==> config.mk <==
export PLATFORM = sky130hd
export DESIGN_NAME = piso_flat
export DESIGN_NICKNAME = d
export VERILOG_FILES = /design/src/rtl/piso_if.sv /design/src/rtl/piso.sv /design/src/flat_wrapper.sv
export SDC_FILE = /design/constraint.sdc
export NUM_CORES = 1
export LEC_CHECK = 0
export BUFFER_PORTS_ARGS = -buffer_cell sky130_fd_sc_hd__buf_4
export CORE_UTILIZATION = 45
export CTS_CLUSTER_SIZE = 20
export DETAILED_ROUTE_END_ITERATION = 8
export MAX_ROUTING_LAYER = met4
export SLEW_MARGIN = 20
export SYNTH_ARGS = -nofsm -noshare
export SYNTH_HDL_FRONTEND = slang
export SYNTH_SLANG_ARGS = --single-unit
==> constraint.sdc <==
create_clock -name clk -period 2.53 [get_ports clk]
set_input_delay 0.3795 -clock clk [delete_from_list [all_inputs] [get_ports clk]]
set_output_delay 0.3795 -clock clk [all_outputs]
set_load 0.02 [all_outputs]
==> src/rtl/piso_if.sv <==
// Load handshake, shift enable and serial output bundle for the piso transmitter.
interface piso_if #(
  parameter int WIDTH = 8
);
  logic             shift_en;
  logic [WIDTH-1:0] parallel_in;
  logic             load_valid;
  logic             load_ready;
  logic             serial_out;
  logic             serial_valid;
  logic             busy;
  logic             frame_done;

  modport master (
    output shift_en, parallel_in, load_valid,
    input  load_ready, serial_out, serial_valid, busy, frame_done
  );

  modport slave (
    input  shift_en, parallel_in, load_valid,
    output load_ready, serial_out, serial_valid, busy, frame_done
  );
endinterface

==> src/rtl/piso.sv <==
// Parallel-in/serial-out transmitter with a one-word holding register so
// consecutive frames stream with no idle bit between them.
module piso #(
  parameter int WIDTH     = 8,
  parameter bit MSB_FIRST = 1'b1
) (
  input  logic    clk,
  input  logic    rst,
  piso_if.slave   bus
);
  localparam int CNT_W = (WIDTH > 2) ? $clog2(WIDTH) : 1;
  localparam logic [CNT_W-1:0] LAST_BIT = CNT_W'(WIDTH - 1);

  typedef enum logic {IDLE, SHIFT} state_t;

  state_t           state;
  logic [WIDTH-1:0] shift_reg;
  logic [WIDTH-1:0] hold_reg;
  logic [CNT_W-1:0] bit_cnt;
  logic             hold_full;
  logic             frame_done_q;

  logic xfer;
  logic last_edge;

  function automatic logic [WIDTH-1:0] shift_next(input logic [WIDTH-1:0] r);
    if (MSB_FIRST) shift_next = {r[WIDTH-2:0], 1'b0};
    else           shift_next = {1'b0, r[WIDTH-1:1]};
  endfunction

  assign xfer      = bus.load_valid && !hold_full;
  assign last_edge = (state == SHIFT) && bus.shift_en && (bit_cnt == LAST_BIT);

  always_ff @(posedge clk or posedge rst) begin
    if (rst) begin
      state        <= IDLE;
      shift_reg    <= '0;
      hold_reg     <= '0;
      bit_cnt      <= '0;
      hold_full    <= 1'b0;
      frame_done_q <= 1'b0;
    end else begin
      frame_done_q <= last_edge;
      case (state)
        IDLE: begin
          if (xfer) begin
            shift_reg <= bus.parallel_in;
            bit_cnt   <= '0;
            state     <= SHIFT;
          end
        end
        SHIFT: begin
          // A load on the last-bit edge (hold necessarily empty) bypasses the
          // holding register and becomes the next frame directly.
          if (xfer && !last_edge) begin
            hold_reg  <= bus.parallel_in;
            hold_full <= 1'b1;
          end
          if (bus.shift_en) begin
            if (bit_cnt == LAST_BIT) begin
              bit_cnt <= '0;
              if (hold_full) begin
                shift_reg <= hold_reg;
                hold_full <= 1'b0;
              end else if (xfer) begin
                shift_reg <= bus.parallel_in;
              end else begin
                state <= IDLE;
              end
            end else begin
              shift_reg <= shift_next(shift_reg);
              bit_cnt   <= bit_cnt + 1'b1;
            end
          end
        end
        default: state <= IDLE;
      endcase
    end
  end

  assign bus.load_ready   = !hold_full;
  assign bus.serial_valid = (state == SHIFT);
  assign bus.serial_out   = (state == SHIFT) &&
                            (MSB_FIRST ? shift_reg[WIDTH-1] : shift_reg[0]);
  assign bus.busy         = (state == SHIFT) || hold_full;
  assign bus.frame_done   = frame_done_q;
endmodule

==> src/flat_wrapper.sv <==
// flat-port wrapper written by rule: the top's interface ports become plain ports
module piso_flat 
#(
  parameter int WIDTH     = 8,
  parameter bit MSB_FIRST = 1'b1
)
  (clk, rst, bus_shift_en, bus_parallel_in, bus_load_valid, bus_load_ready, bus_serial_out, bus_serial_valid, bus_busy, bus_frame_done);
  piso_if #(.WIDTH(WIDTH)) bus_i ();
  input  logic clk;
  input  logic rst;
  input wire logic [$bits(bus_i.shift_en)-1:0] bus_shift_en;
  input wire logic [$bits(bus_i.parallel_in)-1:0] bus_parallel_in;
  input wire logic [$bits(bus_i.load_valid)-1:0] bus_load_valid;
  output wire logic [$bits(bus_i.load_ready)-1:0] bus_load_ready;
  output wire logic [$bits(bus_i.serial_out)-1:0] bus_serial_out;
  output wire logic [$bits(bus_i.serial_valid)-1:0] bus_serial_valid;
  output wire logic [$bits(bus_i.busy)-1:0] bus_busy;
  output wire logic [$bits(bus_i.frame_done)-1:0] bus_frame_done;
  assign bus_i.shift_en = bus_shift_en;
  assign bus_i.parallel_in = bus_parallel_in;
  assign bus_i.load_valid = bus_load_valid;
  assign bus_load_ready = bus_i.load_ready;
  assign bus_serial_out = bus_i.serial_out;
  assign bus_serial_valid = bus_i.serial_valid;
  assign bus_busy = bus_i.busy;
  assign bus_frame_done = bus_i.frame_done;
  piso #(.WIDTH(WIDTH), .MSB_FIRST(MSB_FIRST)) u_core (.clk(clk), .rst(rst), .bus(bus_i));
endmodule
==> flow_metrics.py <==
metrics = {
    "synth": {
        "ys_ff_latch": 22,
        "syn-cell-area_sq_um": 1290,
        "syn_inst": 122,
        "yosysWarnings": 0,
        "synth_fp_nets": 137,
        "syn_avg_cell_area_sq_um": 10.6,
        "synth_cell_types": 30,
        "synthArstFlopShare": 1.00,
        "ys_seq_area_frac": 0.427,
        "synth_edf_count": 0,
        "synth_flop_cell": "dfrtp_1",
    },
    "sta": {
        "final.min_clock_period_ns": 2.02,
        "max-slew-margin-rel": 0.426,
        "finClkSkew_ns": 0.0107,
        "setup_viol": 0,
        "period_share": 0.797,
        "rsz0062_at_grt": "no",
        "finalHoldViolCount": 0,
        "worst_slack_ns": 0.513,
        "worstMarginPinSlew_ns": 0.860,
        "setup-tns-final_ns": 0,
        "slew_violations": 0,
        "max_freq_mhz": 496,
    },
    "setup_path": {
        "rrSetupSlack_ns": 0.51,
        "path_cells": "inv_1, a211oi_4, mux2_2",
        "required_ns": 2.73,
        "worst-path-buf-inv": 1,
        "crit_family": "flip-flops",
        "setup.worst_path.start_class": "flop",
        "r2r-start": "u_core.bus.serial_valid",
        "reg2regPathDepth": 3,
        "critPathCaptureType": "flop",
        "crit_fanout": 16,
        "worstPathArrival_ns": 2.22,
        "critPathKind": "flop to flop",
        "critPathMaxStageDelay_ns": 0.66,
        "rr_endpoint": "u_core.hold_reg[1]",
        "critPathSlowestCell": "dfrtp_1",
    },
    "place": {
        "place_area_sq_um": 1400,
        "pre_cts_ws_ns": 0.535,
        "portBuffers": 16,
        "place_hpwl_um": 1990,
        "gp_congestion": 0.753,
    },
    "clocking": {
        "clkSlewWorstSetupHoldPaths_ns": 0.12,
        "ctsHoldBuffers": 0,
        "cts_tree": "done",
        "clock_path_buffers": 2,
        "post-cts-setup-buffers": 0,
        "insertion_delay_ns": 0.31,
        "cts_buffers": 3,
        "cts_sinks": 22,
        "cts-root-buf": "clkbuf_4",
        "cts_resized": 0,
        "cts_max_level": 1,
    },
    "power_and_ir_drop": {
        "power.share.clock": 0.113,
        "powerDensity_nw_per_um2": 999,
        "power_mw": 1.42,
        "p_switching_mw": 0.552,
        "power_leakage_nw": 0.616,
        "seq_power_share": 0.449,
        "sw_frac_of_total": 0.388,
        "p_comb_frac": 0.438,
        "intPower_mw": 0.872,
        "irDropWorstVdd_mv": 0.629,
    },
    "floorplanning": {
        "initial_core_util": 0.472,
        "rows": 19,
        "die-area_sq_um": 3080,
        "dieHeight_um": 55.5,
        "core-area_sq_um": 2730,
        "io_pins": 17,
        "die_w_um": 55.5,
    },
    "final_layout": {
        "drive_above_1_share": 0.265,
        "num_antenna_cells": 0,
        "design_area_sq_um": 1420,
        "nets": 149,
        "synthToLayoutAreaGrowth_pct": 10.4,
    },
    "grt": {
        "grt_max_degree": 23,
        "grt_pass1_wl_um": 4820,
        "track_usage": 0.208,
        "grt_antenna_before_repair": 0,
        "grt_pass1_vias": 977,
        "overflow": 0,
    },
    "detailed_routing": {
        "drtIter0Drc": 38,
        "drc": 0,
        "ant_nets": 0,
        "wl_um": 2860,
        "first_pass_iters": 4,
        "wire_per_inst_um": 17.6,
        "vias_per_cell": 6.07,
        "num_vias": 989,
    },
    "run_status": {
        "status": "finished, final reports clean",
    },
    "run": {
        "drv_cap": 0,
    },
    "worst_hold_path": {
        "hold_class": "input port to asynchronous set/reset pin",
    },
}
==> kinds of logic (layout without fill, tap and decap cells) <==
group                      after synthesis  in the layout  share of synthesized area
AOI/OAI and AO/OA                       36             36                      0.210
adders and majority gates                3              3                     0.0291
buffers and inverters                   15             25                     0.0572
DFF                                     22             22                      0.427
muxes                                   15             15                      0.127
and+or+nand+nor                         31             31                      0.150
==> synthesized netlist by cell type (3+ instances only) <==
| master | instances | area, sq um |
|---|---|---|
| and2b_1 | 4 | 30.0 |
| o21ai_0 | 6 | 30.0 |
| a31oi_1 | 5 | 31.3 |
| nor2_1 | 4 | 15.0 |
| clkbuf_1 | 6 | 22.5 |
| dfrtp_1 | 22 | 551 |
| nand2_1 | 9 | 33.8 |
| mux2i_1 | 4 | 40.0 |
| nor4bb_1 | 5 | 50.1 |
| mux2_2 | 11 | 124 |
| o221ai_1 | 5 | 43.8 |
| inv_1 | 5 | 18.8 |
| a211oi_1 | 5 | 37.5 |
| o211ai_1 | 5 | 37.5 |
| ha_1 | 3 | 37.5 |
==> power by group through the flow <==
stage / Sequential (mW) / Clock (mW) / Combinational, mW
2_1_floorplan: 0.604 / 0 / 0.488
3_3_place_gp: 0.637 / 0 / 0.611
3_5_place_dp: 0.646 / 0 / 0.625
4_1_cts: 0.637 / 0.172 / 0.628
5_1_grt: 0.661 / 0.187 / 0.683
6_report: 0.639 / 0.161 / 0.623
==> layout by cell type (no fill, tap or decap) <==
master,count
and2b_1,4
nor2_1,4
a211oi_1,5
o21ai_0,6
a31oi_1,5
and2_1,2
a22o_1,2
buf_4,17
dfrtp_1,22
nor2b_1,2
a211oi_4,1
mux2i_1,4
nor4bb_1,5
nand2b_1,1
nand4_1,1
a31o_2,2
o211ai_1,5
ha_1,3
nand2_1,9
o221ai_1,5
nor3b_1,1
a21boi_0,2
a21o_1,1
and3_1,1
o22ai_1,2
mux2_2,11
inv_1,5
clkbuf_4,3
nand2b_4,1
==> worst max-delay path by stage <==
stage,startpoint,endpoint,depth (start not counted),slack (ns)
2_1_floorplan,u_core.bit_cnt[0],u_core.hold_reg[0],4,0.84
3_3_place_gp,u_core.bus.serial_valid,u_core.hold_reg[0],3,0.62
3_5_place_dp,u_core.bus.serial_valid,u_core.hold_reg[2],3,0.54
4_1_cts,u_core.bus.serial_valid,u_core.hold_reg[1],3,0.51
5_1_grt,u_core.bus.serial_valid,u_core.hold_reg[1],3,0.37
6_report,u_core.bus.serial_valid,u_core.hold_reg[1],3,0.51
==> metal layers <==
| layer | track usage | vias to the layer above | routed length (um) |
|---|---|---|---|
| li1 | - | 474 | - |
| met1 | 0.272 | 478 | 1310 |
| met2 | 0.320 | 32 | 1360 |
| met3 | 0.0562 | 5 | 161 |
| met4 | 0.0571 | 0 | 34 |
| met5 | - | - | 0 |
==> stage by stage <==
stage	util	hold slack, ns	std cells
2_1_floorplan	-	0.369	122
3_3_place_gp	0.513	0.491	160
3_5_place_dp	0.513	0.497	160
4_1_cts	0.521	0.275	163
5_1_grt	0.521	0.290	163
6_report	0.521	0.234	163
==> layout make-up <==
cell class / instances / area (sq um)
inverters: 5 / 18.8
flip-flops and latches: 22 / 551
multi-input cells: 85 / 666
repair buffers: 17 / 128
fillers: 267 / 1310
clock buffers: 3 / 22.5
well taps: 31 / 38.8
Note: power is estimated with default switching activity, not from simulation.
